===== src/rtl/ppu_pkg.sv =====
// Shared PPU definitions: the OAM DMA state encoding and fixed transfer constants.
package ppu_pkg;

  typedef enum logic [2:0] {
    IDLE,
    HALT,
    ALIGN,
    READ,
    WRITE
  } dma_state_t;

  localparam int          OAM_DMA_LEN  = 256;
  localparam logic [15:0] DMA_REG_ADDR = 16'h4014;

endpackage


===== src/rtl/ppu_oam_dma.sv =====
// Sprite OAM DMA: copies one 256-byte CPU page into primary OAM as read/write
// pairs aligned to the CPU phase bit, holding the CPU halted for the whole copy.
module ppu_oam_dma
  import ppu_pkg::*;
#(
  parameter int DMA_LEN = OAM_DMA_LEN
) (
  input  logic        clk,
  input  logic        reset,
  input  logic        reg_we,
  input  logic [7:0]  reg_data,
  input  logic [7:0]  oam_base,
  input  logic [7:0]  mem_data_in,
  output logic [15:0] dma_addr,
  output logic        dma_rd,
  output logic [7:0]  oam_addr,
  output logic [7:0]  oam_data,
  output logic        oam_we,
  output logic        cpu_halt,
  output logic        busy
);

  localparam logic [7:0] LAST_IDX = 8'(DMA_LEN - 1);

  dma_state_t state_q, state_d;
  logic       ph_q;
  logic [7:0] cnt_q, cnt_d;
  logic [7:0] page_q, page_d;
  logic [7:0] base_q, base_d;

  // State register. A plain synchronous reset is enough here: there is no
  // storage array, only a handful of flops.
  // NOTE: sequential state uses non-blocking (<=) so every flop samples the
  // pre-edge value of its neighbours; combinational blocks use blocking (=).
  always_ff @(posedge clk) begin
    if (reset) begin
      state_q <= IDLE;
      ph_q    <= 1'b0;
      cnt_q   <= 8'd0;
      page_q  <= 8'd0;
      base_q  <= 8'd0;
    end else begin
      state_q <= state_d;
      ph_q    <= ~ph_q;
      cnt_q   <= cnt_d;
      page_q  <= page_d;
      base_q  <= base_d;
    end
  end

  // Next-state and datapath update.
  // NOTE: every signal gets a default at the top so no path leaves it
  // unassigned, which would otherwise infer a latch.
  always_comb begin
    state_d = state_q;
    cnt_d   = cnt_q;
    page_d  = page_q;
    base_d  = base_q;
    unique case (state_q)
      IDLE: begin
        if (reg_we) begin
          page_d  = reg_data;
          base_d  = oam_base;
          cnt_d   = 8'd0;
          state_d = HALT;
        end
      end
      // ph flips at this edge, so ph_q=1 now means READ lands on ph=0.
      HALT:  state_d = ph_q ? READ : ALIGN;
      ALIGN: state_d = READ;
      READ:  state_d = WRITE;
      WRITE: begin
        if (cnt_q == LAST_IDX) begin
          state_d = IDLE;
        end else begin
          cnt_d   = cnt_q + 8'd1;
          state_d = READ;
        end
      end
      default: state_d = IDLE;
    endcase
  end

  // Outputs decode only the registered state; write data passes straight
  // from the bus, as the read issued last cycle returns it now.
  always_comb begin
    dma_addr = 16'h0000;
    dma_rd   = 1'b0;
    oam_addr = 8'h00;
    oam_data = 8'h00;
    oam_we   = 1'b0;
    cpu_halt = (state_q != IDLE);
    busy     = (state_q != IDLE);
    case (state_q)
      READ: begin
        dma_addr = {page_q, cnt_q};
        dma_rd   = 1'b1;
      end
      WRITE: begin
        oam_addr = base_q + cnt_q;
        oam_data = mem_data_in;
        oam_we   = 1'b1;
      end
      default: ;
    endcase
  end

endmodule


===== config.mk =====
export PLATFORM = sky130hd
export DESIGN_NAME = ppu_oam_dma
export DESIGN_NICKNAME = d
export VERILOG_FILES = /design/src/rtl/ppu_pkg.sv /design/src/rtl/ppu_oam_dma.sv
export SDC_FILE = /design/constraint.sdc
export NUM_CORES = 1
export LEC_CHECK = 0
export CORE_UTILIZATION = 48
export DETAILED_ROUTE_END_ITERATION = 10
export GPL_ROUTABILITY_DRIVEN = 0
export GPL_TIMING_DRIVEN = 0
export PLACE_DENSITY = 0.84
export SLEW_MARGIN = 20
export SYNTH_ARGS = -nofsm -noshare
export SYNTH_HDL_FRONTEND = slang
export SYNTH_SLANG_ARGS = --single-unit
export TNS_END_PERCENT = 30

===== constraint.sdc =====
create_clock -name clk -period 2.9 [get_ports clk]
set_clock_uncertainty 0.2 [all_clocks]
set_input_delay 0.58 -clock clk [delete_from_list [all_inputs] [get_ports clk]]
set_output_delay 0.58 -clock clk [all_outputs]
set_load 0.02 [all_outputs]

Yosys cells after proc, flatten, opt, wreduce, memory -nomap -nowiden --
Index checks and enable logic that the tools add are counted.
Storage, ports and cells: flip-flop bits (word level) 28, word-level logic and storage cells 32, bits of input ports 27, output and inout port bits 36
Cells by class: equality and inequality tests 7, muxes and demuxes 12, bitwise operators 1, reductions and logical operators 5, $add $sub $neg 2
Operators with widths (count):
- $mux 8 | 4
- $mux 16 | 1
- $pmux 8 s2 | 1
- $pmux 3 s5 | 1
- $add 8x1->8 const B | 1
- $add 8x8->8 | 1
- $eq 8x8->1 const B | 1
- $eq 3x2->1 const B | 2
- $ne 2x2->1 const B | 2
- $eq 3x1->1 const B | 1
- $eq 3x3->1 const B | 1
- $logic_not 3->1 | 1
- $mux 1 | 3
- $mux 3 | 1
- $reduce_and 3->1 | 1
- $reduce_bool 3->1 | 1
- $mux 2 | 1
- $reduce_and 2->1 | 1
- $reduce_bool 2->1 | 1
- $not 1->1 | 1

Logic depth before layout (Yosys ltp) --
Gate-level depths: netlist of run 1.
depth after elaboration 3, mapped depth 7, depth with buffers taken out 6

Least setup slack after synthesis of run 1 --
OpenSTA, ideal clock, no wires.
path type register -> output, start point reg cnt_q[0], end point out oam_addr[4], required time 2.120 ns, data arrival time 1.807 ns, buffers on the path 0, setup slack 0.313 ns, cell stages (with the launch flop) 6, path through dfxtp_1 > ha_1 > fa_1 > a21oi_1 > o21ai_0 > nor3b_1
On the way: cells in the longest elaborated chain, start to end 2
Ends and longest elaborated chain:
- start: declaration | line ppu_oam_dma.sv:27 | logic [7:0] cnt_q, cnt_d;
- start signal: assignment | line ppu_oam_dma.sv:45 | cnt_q <= cnt_d;
- $add 8x8->8 | line ppu_oam_dma.sv:100 | oam_addr = base_q + cnt_q;
- $mux 8 | line ppu_oam_dma.sv:94 | case (state_q)
- end: declaration | line ppu_oam_dma.sv:16 | output logic [7:0] oam_addr,
Every way passes these cells.

Final worst setup path of run 1 --
Same ends and word-level chain as after synthesis.

==> results of run 1 <==
metrics by stage:
step                total power [mW]  instance area, um2
finish                         0.822                2450
global route                   0.874                2450
CTS                            0.824                2420
detailed placement             0.637                2400
global placement               0.633                2400
floorplan                      0.554                1720
power breakdown:
| part | switching [mW] | internal (mW) | total, mW |
|---|---|---|---|
| Clock | 0.114 | 0.0769 | 0.191 |
| Sequential | 0.0161 | 0.410 | 0.426 |
| Combinational | 0.105 | 0.101 | 0.205 |
cell usage in the layout (no fill, tap or decap), types with 4 or more instances in the layout:
| master | count |
|---|---|
| sky130_fd_sc_hd__dlymetal6s2s_1 | 8 |
| sky130_fd_sc_hd__clkbuf_4 | 4 |
| sky130_fd_sc_hd__and2_1 | 25 |
| sky130_fd_sc_hd__nor3_1 | 6 |
| sky130_fd_sc_hd__ha_1 | 7 |
| sky130_fd_sc_hd__clkdlybuf4s50_1 | 36 |
| sky130_fd_sc_hd__buf_6 | 5 |
| sky130_fd_sc_hd__nand2_1 | 44 |
| sky130_fd_sc_hd__o21a_1 | 5 |
| sky130_fd_sc_hd__o21ai_0 | 6 |
| sky130_fd_sc_hd__dfxtp_1 | 23 |
| sky130_fd_sc_hd__dlygate4sd2_1 | 5 |
| sky130_fd_sc_hd__nor2_1 | 8 |
| sky130_fd_sc_hd__inv_1 | 6 |
| sky130_fd_sc_hd__nor3b_1 | 4 |
| sky130_fd_sc_hd__a21oi_1 | 21 |
| sky130_fd_sc_hd__dfxtp_2 | 4 |
| sky130_fd_sc_hd__nand4_1 | 5 |
| sky130_fd_sc_hd__clkbuf_2 | 9 |
critical path: stages, from the launching register on:
cell                      delay (ns)
sky130_fd_sc_hd__dfxtp_2        0.38
sky130_fd_sc_hd__ha_1           0.26
sky130_fd_sc_hd__fa_2           0.40
sky130_fd_sc_hd__a21oi_2        0.18
sky130_fd_sc_hd__o21ai_1        0.12
sky130_fd_sc_hd__nor3b_1        0.19
sky130_fd_sc_hd__buf_4          0.17
layer usage:
layer | part of all wire, % | vias to the layer above | global-route usage, %
met5 | 0 | - | 0
met4 | 1.6 | 0 | 12.1
met3 | 4.7 | 9 | 3.31
met2 | 48 | 60 | 38.2
met1 | 45 | 784 | 31.9
li1 | - | 903 | -
repair_timing:
item,in CTS,in global routing
gates resized for setup,35,38
pin swaps,0,3
endpoints found under the setup margin,27,22
hold buffers,0,0
how the worst min path moves through the flow:
stage / from / endpoint / slack, ns / depth (start not counted)
3_5_place_dp: ph_q / ph_q / 0.20 / 1
3_3_place_gp: ph_q / ph_q / 0.20 / 1
4_1_cts: ph_q / ph_q / 0.22 / 1
2_1_floorplan: ph_q / ph_q / 0.19 / 1
5_1_grt: ph_q / ph_q / 0.24 / 1
6_report: ph_q / ph_q / 0.22 / 1
kinds of logic after synthesis:
logic type	synth area share (%)
compound gates	18.9
xor+xnor	1.53
fa+ha+maj	6.98
buf+inv	6.90
flops	32.6
mux	1.16
simple gates	32.0
registers in the layout, indices dropped and copies added, names as in the netlist:
signal / count
base_q: 8
ph_q: 1
page_q: 8
cnt_q: 8
state_q: 3
final cells by class:
cell class / count / area share, %
Clock buffer: 4 / 1.48
Tap cell: 46 / 2.35
Multi-Input combinational cell: 174 / 43.8
Buffer: 13 / 3.98
Timing Repair Buffer: 62 / 24.1
Sequential cell: 28 / 23.2
Inverter: 7 / 1.07
==> metrics.txt, run 1 <==
# TYPE chip_impl_metric gauge
chip_impl_metric{name="dieArea",unit="um2"} 3830
chip_impl_info{name="tritoncts",value="built"} 1
chip_impl_metric{name="min_period_over_period",unit="%"} 96.7
chip_impl_metric{name="multi_input_area",unit="um2"} 1070
chip_impl_info{name="worst_setup_path_startpoint",value="cnt_q[0]"} 1
chip_impl_metric{name="portBuffers",unit=""} 62
chip_impl_info{name="setup.worst_path.start_class",value="register"} 1
chip_impl_metric{name="area_growth",unit="%"} 42.3
chip_impl_metric{name="start_util",unit="%"} 50.8
chip_impl_info{name="synth.top_cells.by_area",value="sky130_fd_sc_hd__dfxtp_1, sky130_fd_sc_hd__nand2_1, sky130_fd_sc_hd__and2_1, sky130_fd_sc_hd__a21oi_1, sky130_fd_sc_hd__ha_1"} 1
chip_impl_metric{name="finalSetupTns",unit="ns"} 0
chip_impl_metric{name="clock_latency",unit="ns"} 0.33
chip_impl_metric{name="die_height",unit="um"} 61.9
chip_impl_metric{name="routed_via_density",unit=""} 5.26
chip_impl_metric{name="power-per-cell-area",unit="nW/um2"} 336
chip_impl_metric{name="nets",unit=""} 325
chip_impl_metric{name="cts_made_buffers",unit=""} 3
chip_impl_metric{name="critPathArrivalTime",unit="ns"} 2.03
chip_impl_metric{name="yosys.area.top_type_share",unit="%"} 32.6
chip_impl_metric{name="synth-edff-count",unit=""} 0
chip_impl_metric{name="netlist_instances",unit=""} 222
chip_impl_metric{name="timing.final.max_slew_violations",unit=""} 0
chip_impl_metric{name="vias",unit=""} 1756
chip_impl_metric{name="reg2reg_slack",unit="ns"} 0.89
chip_impl_metric{name="finalCriticalPeriod",unit="ns"} 2.81
chip_impl_metric{name="layout_setup_ws",unit="ns"} 0.0949
chip_impl_info{name="clk_root_buffer_cell",value="sky130_fd_sc_hd__clkbuf_4"} 1
chip_impl_metric{name="non_filler_instance_count_after_layout",unit=""} 334
chip_impl_metric{name="cts_buffer_depth",unit=""} 2
chip_impl_metric{name="worst_r2r_path_depth",unit=""} 5
chip_impl_metric{name="n_antenna_cell",unit=""} 0
chip_impl_metric{name="grt_util_all_layers",unit="%"} 24.0
chip_impl_metric{name="dp.final_hpwl",unit="mm"} 3.18
chip_impl_info{name="rr_endpoint",value="cnt_q[2]"} 1
chip_impl_metric{name="path_max_fanout",unit=""} 6
chip_impl_metric{name="floorplan.io_pins",unit=""} 63
chip_impl_metric{name="cp_data_required_time",unit="ns"} 2.12
chip_impl_metric{name="grt_remaining_overflow",unit=""} 0
chip_impl_metric{name="first_pass_grt_wire_length",unit="mm"} 6.74
chip_impl_info{name="synth_commonest_cells",value="sky130_fd_sc_hd__nand2_1, sky130_fd_sc_hd__dfxtp_1, sky130_fd_sc_hd__and2_1"} 1
chip_impl_metric{name="final_hold_viol_count",unit=""} 0
chip_impl_metric{name="ff_latch_area",unit="um2"} 569
chip_impl_metric{name="std_cell_rows",unit=""} 21
chip_impl_metric{name="num-fill-cells",unit=""} 272
chip_impl_metric{name="route.final.wire_length",unit="mm"} 4.39
chip_impl_info{name="type_of_the_most_critical_hold_path",value="register to register"} 1
chip_impl_info{name="unrepaired_setup_endpoints_after_global_routing",value="true"} 1
chip_impl_metric{name="placed_cells_incl_taps",unit=""} 330
chip_impl_metric{name="total_leakage_power",unit="nW"} 1.12
chip_impl_metric{name="ir_worst_vdd",unit="mV"} 0.307
chip_impl_metric{name="timing.max_cap.violations",unit=""} 0
chip_impl_metric{name="routedWlPerCell",unit="um"} 13.1
chip_impl_metric{name="coreArea",unit="um2"} 3390
chip_impl_metric{name="tightestPinTransition",unit="ns"} 0.447
chip_impl_info{name="synthFlopType",value="sky130_fd_sc_hd__dfxtp_1"} 1
chip_impl_info{name="synth_largest_area_cell",value="sky130_fd_sc_hd__dfxtp_1"} 1
chip_impl_info{name="setup.worst_path.class",value="register to output port"} 1
chip_impl_metric{name="maximum_number_of_pins_on_one_net_before_global_route_repair",unit=""} 16
chip_impl_metric{name="die_width",unit="um"} 61.9
chip_impl_metric{name="ctsHtreeMaxLevel",unit=""} 1
chip_impl_metric{name="preCtsSetupSlack",unit="ns"} -0.0795
chip_impl_metric{name="synth_seq_area_share",unit="%"} 32.6
chip_impl_metric{name="drt_iter0_markers",unit=""} 67
chip_impl_metric{name="postSynthRegisterBits",unit=""} 28
chip_impl_metric{name="utilization",unit="%"} 72.3
chip_impl_metric{name="dr.pass1.iters",unit=""} 4
chip_impl_metric{name="setup_viol",unit=""} 0
chip_impl_info{name="reg2reg_from",value="cnt_q[1]"} 1
chip_impl_metric{name="timing.max_slew.rel_slack",unit="%"} 70.2
chip_impl_metric{name="max_fclk",unit="MHz"} 356
chip_impl_metric{name="cts.reportedPaths.clkPinSlew",unit="ns"} 0.14
chip_impl_metric{name="postRouteAntennaNets",unit=""} 0
chip_impl_metric{name="hold_slack",unit="ns"} 0.224
chip_impl_metric{name="grt_pass1_vias",unit=""} 1509
chip_impl_metric{name="antenna_found_initial",unit=""} 0
chip_impl_info{name="status",value="completed"} 1
chip_impl_metric{name="ys.warnings.count",unit=""} 0
chip_impl_metric{name="synthesis.nets",unit=""} 258
chip_impl_metric{name="async_reset_ff_share",unit="%"} 0
chip_impl_metric{name="clk_sink_count",unit=""} 28
chip_impl_info{name="end_kind",value="output port"} 1
chip_impl_info{name="yosys.cell_count.top_type",value="sky130_fd_sc_hd__nand2_1"} 1
chip_impl_metric{name="synth_cell_types",unit=""} 45
chip_impl_info{name="endpoint",value="oam_addr[4]"} 1
chip_impl_metric{name="syn-mean-instance-area",unit="um2"} 7.76
chip_impl_metric{name="drc",unit=""} 0
chip_impl_metric{name="post_route_cells_drive_above_1_share",unit="%"} 13.9
chip_impl_metric{name="cts_setup_buffers",unit=""} 0
chip_impl_metric{name="synthesis.area",unit="um2"} 1720
(Power assumes the default switching activity.)
==> inputs of run 2 (changes only) <==
- CAP_MARGIN: default -> 20
- CORE_MARGIN: default -> 1.5
- SLEW_MARGIN: 20 -> default
==> run 2 against run 1 <==
- count of clock-buffer cells in the layout fell by 1
- non-clock buffer count did not move
- first-iteration DRC count did not move
- cell count fell by 0.30%
- critical path depth did not move
- largest power group unchanged
- highest routed layer unchanged
==> metrics.txt, run 2 (same netlist as run 1, synthesis figures left out) <==
# TYPE chip_impl_metric gauge
chip_impl_info{name="setup.worst_path.class",value="register to output port"} 1
chip_impl_metric{name="max_fclk",unit="MHz"} 361
chip_impl_metric{name="timing.max_slew.rel_slack",unit="%"} 67.7
chip_impl_metric{name="route.final.wire_length",unit="mm"} 4.36
chip_impl_metric{name="cts_buffer_depth",unit=""} 2
chip_impl_metric{name="final_non_filler_cell_area",unit="um2"} 2460
chip_impl_info{name="clk_root_buffer_cell",value="sky130_fd_sc_hd__clkbuf_4"} 1
chip_impl_metric{name="dieArea",unit="um2"} 3960
chip_impl_metric{name="min_period_over_period",unit="%"} 95.6
chip_impl_metric{name="dr.pass1.iters",unit=""} 4
chip_impl_info{name="largestRegisters",value="base_q: 8 flops, cnt_q: 8 flops, page_q: 8 flops"} 1
chip_impl_info{name="mostFrequentLayoutCell",value="sky130_fd_sc_hd__nand2_1"} 1
chip_impl_info{name="most-common-layout-cells",value="sky130_fd_sc_hd__nand2_1, sky130_fd_sc_hd__clkdlybuf4s50_1, sky130_fd_sc_hd__and2_1, sky130_fd_sc_hd__dfxtp_1, sky130_fd_sc_hd__a21oi_1"} 1
chip_impl_metric{name="final_hold_viol_count",unit=""} 0
chip_impl_metric{name="clk_sink_count",unit=""} 28
chip_impl_metric{name="cts.reportedPaths.clkPinSlew",unit="ns"} 0.14
chip_impl_info{name="reg2reg_from",value="cnt_q[1]"} 1
chip_impl_metric{name="timing.final.max_slew_violations",unit=""} 0
chip_impl_metric{name="total_leakage_power",unit="nW"} 1.17
chip_impl_metric{name="cts_made_buffers",unit=""} 3
chip_impl_metric{name="clock_latency",unit="ns"} 0.32
chip_impl_metric{name="critPathArrivalTime",unit="ns"} 1.99
chip_impl_metric{name="n_antenna_cell",unit=""} 0
chip_impl_info{name="worstHoldStart",value="ph_q"} 1
chip_impl_metric{name="utilization",unit="%"} 72.5
chip_impl_metric{name="area_growth",unit="%"} 42.7
chip_impl_metric{name="ctsHtreeMaxLevel",unit=""} 1
chip_impl_metric{name="grt_remaining_overflow",unit=""} 0
chip_impl_metric{name="non_filler_instance_count_after_layout",unit=""} 333
chip_impl_metric{name="start_util",unit="%"} 50.8
chip_impl_metric{name="finalCriticalPeriod",unit="ns"} 2.77
chip_impl_info{name="timing.hold.worst_endpoint",value="ph_q"} 1
chip_impl_metric{name="die_width",unit="um"} 62.9
chip_impl_metric{name="maximum_number_of_pins_on_one_net_before_global_route_repair",unit=""} 15
chip_impl_info{name="end_kind",value="output port"} 1
chip_impl_metric{name="drt_iter0_markers",unit=""} 67
chip_impl_metric{name="first_pass_grt_wire_length",unit="mm"} 7.42
chip_impl_metric{name="floorplan.io_pins",unit=""} 63
chip_impl_metric{name="routed_via_density",unit=""} 5.35
chip_impl_metric{name="reg2reg_slack",unit="ns"} 0.88
chip_impl_metric{name="std_cell_rows",unit=""} 21
chip_impl_metric{name="die_height",unit="um"} 62.9
chip_impl_metric{name="cp_data_required_time",unit="ns"} 2.12
chip_impl_metric{name="coreArea",unit="um2"} 3390
chip_impl_metric{name="finalPower",unit="mW"} 0.788
chip_impl_metric{name="routedWlPerCell",unit="um"} 13.1
chip_impl_metric{name="vias",unit=""} 1781
chip_impl_metric{name="nets",unit=""} 325
chip_impl_info{name="status",value="completed"} 1
chip_impl_metric{name="dp.final_hpwl",unit="mm"} 3.27
chip_impl_metric{name="path_max_fanout",unit=""} 10
chip_impl_metric{name="grt_util_all_layers",unit="%"} 22.9
chip_impl_metric{name="setup_viol",unit=""} 0
chip_impl_metric{name="worstHoldPathCells",unit=""} 1
chip_impl_metric{name="worst_r2r_path_depth",unit=""} 5
chip_impl_info{name="type_of_the_most_critical_hold_path",value="register to register"} 1
chip_impl_info{name="setup.worst_path.start_class",value="register"} 1
chip_impl_metric{name="placed_cells_incl_taps",unit=""} 330
chip_impl_metric{name="tightestPinTransition",unit="ns"} 0.484
chip_impl_metric{name="grt_pass1_vias",unit=""} 1681
chip_impl_info{name="tritoncts",value="built"} 1
chip_impl_metric{name="portBuffers",unit=""} 62
chip_impl_metric{name="hold_buf_cts",unit=""} 0
chip_impl_metric{name="cell_area_placed",unit="um2"} 2400
chip_impl_metric{name="timing.max_cap.violations",unit=""} 0
chip_impl_metric{name="drc",unit=""} 0
chip_impl_metric{name="antenna_found_initial",unit=""} 0
chip_impl_info{name="rr_endpoint",value="cnt_q[2]"} 1
chip_impl_metric{name="power-per-cell-area",unit="nW/um2"} 321
chip_impl_metric{name="ir_worst_vdd",unit="mV"} 0.253
chip_impl_info{name="unrepaired_setup_endpoints_after_global_routing",value="false"} 1
chip_impl_metric{name="post_route_cells_drive_above_1_share",unit="%"} 12.9
chip_impl_metric{name="postRouteAntennaNets",unit=""} 0
-- run 2: cell types whose count changed in the layout (fill, tap and decap cells not counted), sizes merged --
| cell | delta |
|---|---|
| dlymetal6s2s | +1 |
| dlygate4sd2 | +3 |
| clkbuf | -6 |
| clkdlybuf4s15 | +1 |
-- run 2: what timing repair did --
| action | 4_1_cts | 5_1_grt |
|---|---|---|
| pin swaps | 0 | 2 |
| gates resized for setup | 36 | 29 |
| setup endpoints to repair | 27 | 16 |
| setup buffers | 0 | 0 |
-- run 2: final cells by class --
cell class                      instances  area (um2)
Multi-Input combinational cell        174        1070
Inverter                                7        26.3
Timing Repair Buffer                   62         611
Buffer                                 13        97.6
Tap cell                               46        57.6
Clock buffer                            3        22.5
Sequential cell                        28         568
Fill cell                             281         933
-- run 2: worst max-delay path, cell delays in order (launching register included) --
cell and delay (ns):
sky130_fd_sc_hd__dfxtp_1 0.36, sky130_fd_sc_hd__buf_6 0.14, sky130_fd_sc_hd__or3b_4 0.42, sky130_fd_sc_hd__inv_2 0.11
sky130_fd_sc_hd__clkbuf_2 0.18, sky130_fd_sc_hd__and2_1 0.13, sky130_fd_sc_hd__dlygate4sd2_1 0.32
-- run 2: through the flow --
stage | setup WS, ns | setup TNS (ns) | hold WS (ns)
final | 0.126 | 0 | 0.233
after global routing | 0.00161 | 0 | 0.256
after CTS | -0.0394 | -0.257 | 0.231
after detailed placement | -0.160 | -0.387 | 0.212
after global placement | -0.108 | -0.239 | 0.210
after floorplan | 0.313 | 0 | 0.194
-- run 2: power by group --
group	switching (mW)	internal, mW
combinational	0.105	0.100
sequential	0.0163	0.411
clock	0.107	0.0487
-- run 2: routing by layer --
metal,global-route usage [%],vias up,part of all wire [%]
met5,0,-,0
met2,39.2,74,47
met3,4.14,11,5.9
met4,8.06,0,1.5
met1,28.7,799,45
li1,-,897,-
-- run 2: worst max-delay path by stage --
| stage | startpoint | endpoint | slack [ns] | cells past startpoint |
|---|---|---|---|---|
| floorplan | cnt_q[0] | oam_addr[4] | 0.31 | 5 |
| detailed placement | cnt_q[0] | oam_addr[4] | -0.16 | 6 |
| global route | state_q[2] | oam_data[5] | 0.002 | 6 |
| global placement | cnt_q[0] | oam_addr[4] | -0.11 | 6 |
| CTS | state_q[0] | dma_addr[8] | -0.04 | 6 |
| finish | state_q[2] | oam_data[5] | 0.13 | 6 |
==> inputs of run 3 (changes only) <==
- ABC_AREA: default -> 0
- REMOVE_ABC_BUFFERS: default -> 1
==> run 3 against run 2 <==
- critical path type unchanged
- register-to-register slack worse by 0.07 ns
- count of clock-buffer cells in the layout unchanged
- setup slack worse by 0.0078 ns
- die area unchanged
- first-iteration DRC count down 12%
- wire length down 6.0%
- maximum frequency down 0.28%
- combinational power down 10%
- global-route usage down 2.9 points
==> metrics.txt, run 3 (same netlist as run 1, synthesis figures left out) <==
# TYPE chip_impl_metric gauge
chip_impl_metric{name="route.final.wire_length",unit="mm"} 4.10
chip_impl_metric{name="tightestPinTransition",unit="ns"} 1.02
chip_impl_metric{name="ir_worst_vdd",unit="mV"} 0.316
chip_impl_metric{name="routedWlPerCell",unit="um"} 12.7
chip_impl_metric{name="dieArea",unit="um2"} 3960
chip_impl_info{name="most-common-layout-cells",value="sky130_fd_sc_hd__clkdlybuf4s50_1, sky130_fd_sc_hd__nand2_1, sky130_fd_sc_hd__and2_1, sky130_fd_sc_hd__dfxtp_1, sky130_fd_sc_hd__a21oi_1"} 1
chip_impl_metric{name="pwr-share-clk",unit="%"} 29.8
chip_impl_metric{name="ff_latch_area",unit="um2"} 573
chip_impl_info{name="end_kind",value="output port"} 1
chip_impl_metric{name="std_cell_rows",unit=""} 21
chip_impl_metric{name="dp.final_hpwl",unit="mm"} 2.73
chip_impl_metric{name="power-per-cell-area",unit="nW/um2"} 361
chip_impl_info{name="setup.worst_path.start_class",value="register"} 1
chip_impl_metric{name="cell_internal_pwr",unit="mW"} 0.635
chip_impl_metric{name="sequentialPowerShare",unit="%"} 49.1
chip_impl_metric{name="final_non_filler_cell_area",unit="um2"} 2420
chip_impl_metric{name="drt_iter0_markers",unit=""} 59
chip_impl_metric{name="critPathArrivalTime",unit="ns"} 2.00
chip_impl_metric{name="first_pass_grt_wire_length",unit="mm"} 6.68
chip_impl_metric{name="timing.final.max_slew_violations",unit=""} 0
chip_impl_metric{name="comb_power_share",unit="%"} 21.0
chip_impl_metric{name="floorplan.io_pins",unit=""} 63
chip_impl_metric{name="maximum_number_of_pins_on_one_net_before_global_route_repair",unit=""} 30
chip_impl_info{name="setup.worst_path.class",value="register to output port"} 1
chip_impl_metric{name="cts_made_buffers",unit=""} 3
chip_impl_metric{name="cts_buffer_depth",unit=""} 2
chip_impl_metric{name="grt_remaining_overflow",unit=""} 0
chip_impl_metric{name="area_growth",unit="%"} 40.6
chip_impl_metric{name="max_fclk",unit="MHz"} 360
chip_impl_metric{name="dr.pass1.iters",unit=""} 4
chip_impl_info{name="cp_slowest_cell",value="sky130_fd_sc_hd__clkdlybuf4s50_1"} 1
chip_impl_info{name="critical_path.top_delay_family",value="buffers and inverters"} 1
chip_impl_info{name="mostFrequentLayoutCell",value="sky130_fd_sc_hd__clkdlybuf4s50_1"} 1
chip_impl_metric{name="ctsHtreeMaxLevel",unit=""} 1
chip_impl_metric{name="timing.max_slew.rel_slack",unit="%"} 31.6
chip_impl_metric{name="cp_data_required_time",unit="ns"} 2.12
chip_impl_metric{name="coreArea",unit="um2"} 3390
chip_impl_metric{name="nets",unit=""} 314
chip_impl_metric{name="postRouteAntennaNets",unit=""} 0
chip_impl_info{name="endpoint",value="oam_we"} 1
chip_impl_metric{name="post_route_cells_drive_above_1_share",unit="%"} 9.75
chip_impl_info{name="largestRegisters",value="base_q: 8 flops, cnt_q: 8 flops, page_q: 8 flops"} 1
chip_impl_info{name="clk_root_buffer_cell",value="sky130_fd_sc_hd__clkbuf_4"} 1
chip_impl_metric{name="power.switching_fraction",unit="%"} 27.3
chip_impl_metric{name="die_width",unit="um"} 62.9
chip_impl_info{name="tritoncts",value="built"} 1
chip_impl_metric{name="final_hold_viol_count",unit=""} 0
chip_impl_metric{name="stages_on_worst_setup_path",unit=""} 3
chip_impl_metric{name="hold_buf_cts",unit=""} 0
chip_impl_metric{name="clk_sink_count",unit=""} 28
chip_impl_metric{name="vias",unit=""} 1742
chip_impl_info{name="type_of_the_most_critical_hold_path",value="register to register"} 1
chip_impl_metric{name="n_antenna_cell",unit=""} 0
chip_impl_metric{name="die_height",unit="um"} 62.9
chip_impl_metric{name="cp.buffers_inverters",unit=""} 2
chip_impl_metric{name="start_util",unit="%"} 50.8
chip_impl_metric{name="grt_pass1_vias",unit=""} 1548
chip_impl_metric{name="worst_r2r_path_depth",unit=""} 4
chip_impl_info{name="worst_setup_path_startpoint",value="state_q[2]"} 1
chip_impl_metric{name="timing.max_cap.violations",unit=""} 0
chip_impl_metric{name="multi_input_area",unit="um2"} 1070
chip_impl_metric{name="num-fill-cells",unit=""} 276
chip_impl_info{name="unrepaired_setup_endpoints_after_global_routing",value="false"} 1
chip_impl_metric{name="setup_viol",unit=""} 0
chip_impl_metric{name="path_max_fanout",unit=""} 22
chip_impl_metric{name="cell_area_placed",unit="um2"} 2310
chip_impl_metric{name="clock_latency",unit="ns"} 0.33
chip_impl_metric{name="min_period_over_period",unit="%"} 95.9
chip_impl_metric{name="finalCriticalPeriod",unit="ns"} 2.78
chip_impl_metric{name="routed_via_density",unit=""} 5.39
chip_impl_metric{name="slowest_delay",unit="ns"} 0.62
chip_impl_metric{name="utilization",unit="%"} 71.4
chip_impl_metric{name="reg2reg_slack",unit="ns"} 0.81
chip_impl_metric{name="antenna_found_initial",unit=""} 0
chip_impl_info{name="rr_endpoint",value="cnt_q[3]"} 1
chip_impl_info{name="cell_by_cell_trace_of_the_critical_path",value="or3b_4 > inv_6 > clkdlybuf4s50_1"} 1
chip_impl_metric{name="grt_util_all_layers",unit="%"} 20.1
chip_impl_metric{name="total_leakage_power",unit="nW"} 1.09
chip_impl_info{name="status",value="completed"} 1
chip_impl_metric{name="p_sw",unit="mW"} 0.238
chip_impl_info{name="reg2reg_from",value="state_q[0]"} 1
chip_impl_metric{name="portBuffers",unit=""} 62
chip_impl_metric{name="cts.reportedPaths.clkPinSlew",unit="ns"} 0.16
chip_impl_metric{name="drc",unit=""} 0
==> run 3: changes by cell type in the layout (fill, tap and decap cells not counted), moves of 2 or more <==
cell / before / now
sky130_fd_sc_hd__dlygate4sd2_1: 8 / 4
sky130_fd_sc_hd__clkbuf_1: 3 / 0
sky130_fd_sc_hd__clkdlybuf4s15_1: 4 / 1
sky130_fd_sc_hd__clkbuf_2: 4 / 0
sky130_fd_sc_hd__dfxtp_2: 6 / 4
sky130_fd_sc_hd__clkdlybuf4s50_1: 36 / 46
sky130_fd_sc_hd__dfxtp_4: 0 / 2
sky130_fd_sc_hd__buf_6: 5 / 0
==> run 3: worst min-delay path by stage <==
stage / start / to / slack, ns / cells past startpoint
final: ph_q / ph_q / 0.22 / 1
after CTS: ph_q / ph_q / 0.23 / 1
after detailed placement: ph_q / ph_q / 0.21 / 1
after floorplan: ph_q / ph_q / 0.19 / 1
after global routing: ph_q / ph_q / 0.24 / 1
after global placement: ph_q / ph_q / 0.20 / 1
==> run 3: power by group through the flow <==
stage / Sequential [mW] / Combinational, mW / Clock [mW]
detailed placement: 0.438 / 0.181 / 0
global route: 0.433 / 0.205 / 0.275
CTS: 0.429 / 0.184 / 0.259
floorplan: 0.433 / 0.0984 / 0
finish: 0.429 / 0.184 / 0.261
global placement: 0.437 / 0.179 / 0
==> run 3: cell type report <==
cell class              instances  area share [%]
multi-input cells             174            44.2
repair buffers                 64            26.3
flip-flops and latches         28            23.7
well taps                      46            2.38
inverters                       7            1.29
clock inverters                 1            1.24
clock buffers                   3           0.930
==> run 3: metrics by stage <==
stage	setup TNS, ns	setup slack, ns	std cells	power (mW)	hold WS [ns]
floorplan	0	0.313	209	0.531	0.189
global placement	-0.235	-0.0679	317	0.616	0.205
detailed placement	-0.315	-0.0918	317	0.619	0.209
CTS	-0.00106	-0.00106	323	0.872	0.228
global route	0	0.00847	323	0.913	0.238
finish	0	0.119	323	0.874	0.225
==> run 3: timing repair <==
action,CTS,global route
setup buffers,2,0
pin swaps,1,1
gates resized for setup,27,19
setup endpoints to repair,32,26
gates cloned,0,0
==> run 3: metal layers <==
| layer | global-route usage [%] | up-vias | routed length, um |
|---|---|---|---|
| met4 | 7.22 | 0 | 65 |
| met2 | 34.2 | 71 | 1970 |
| met3 | 4.32 | 9 | 299 |
| met1 | 24.8 | 784 | 1760 |
| li1 | - | 878 | - |
| met5 | 0 | - | 0 |
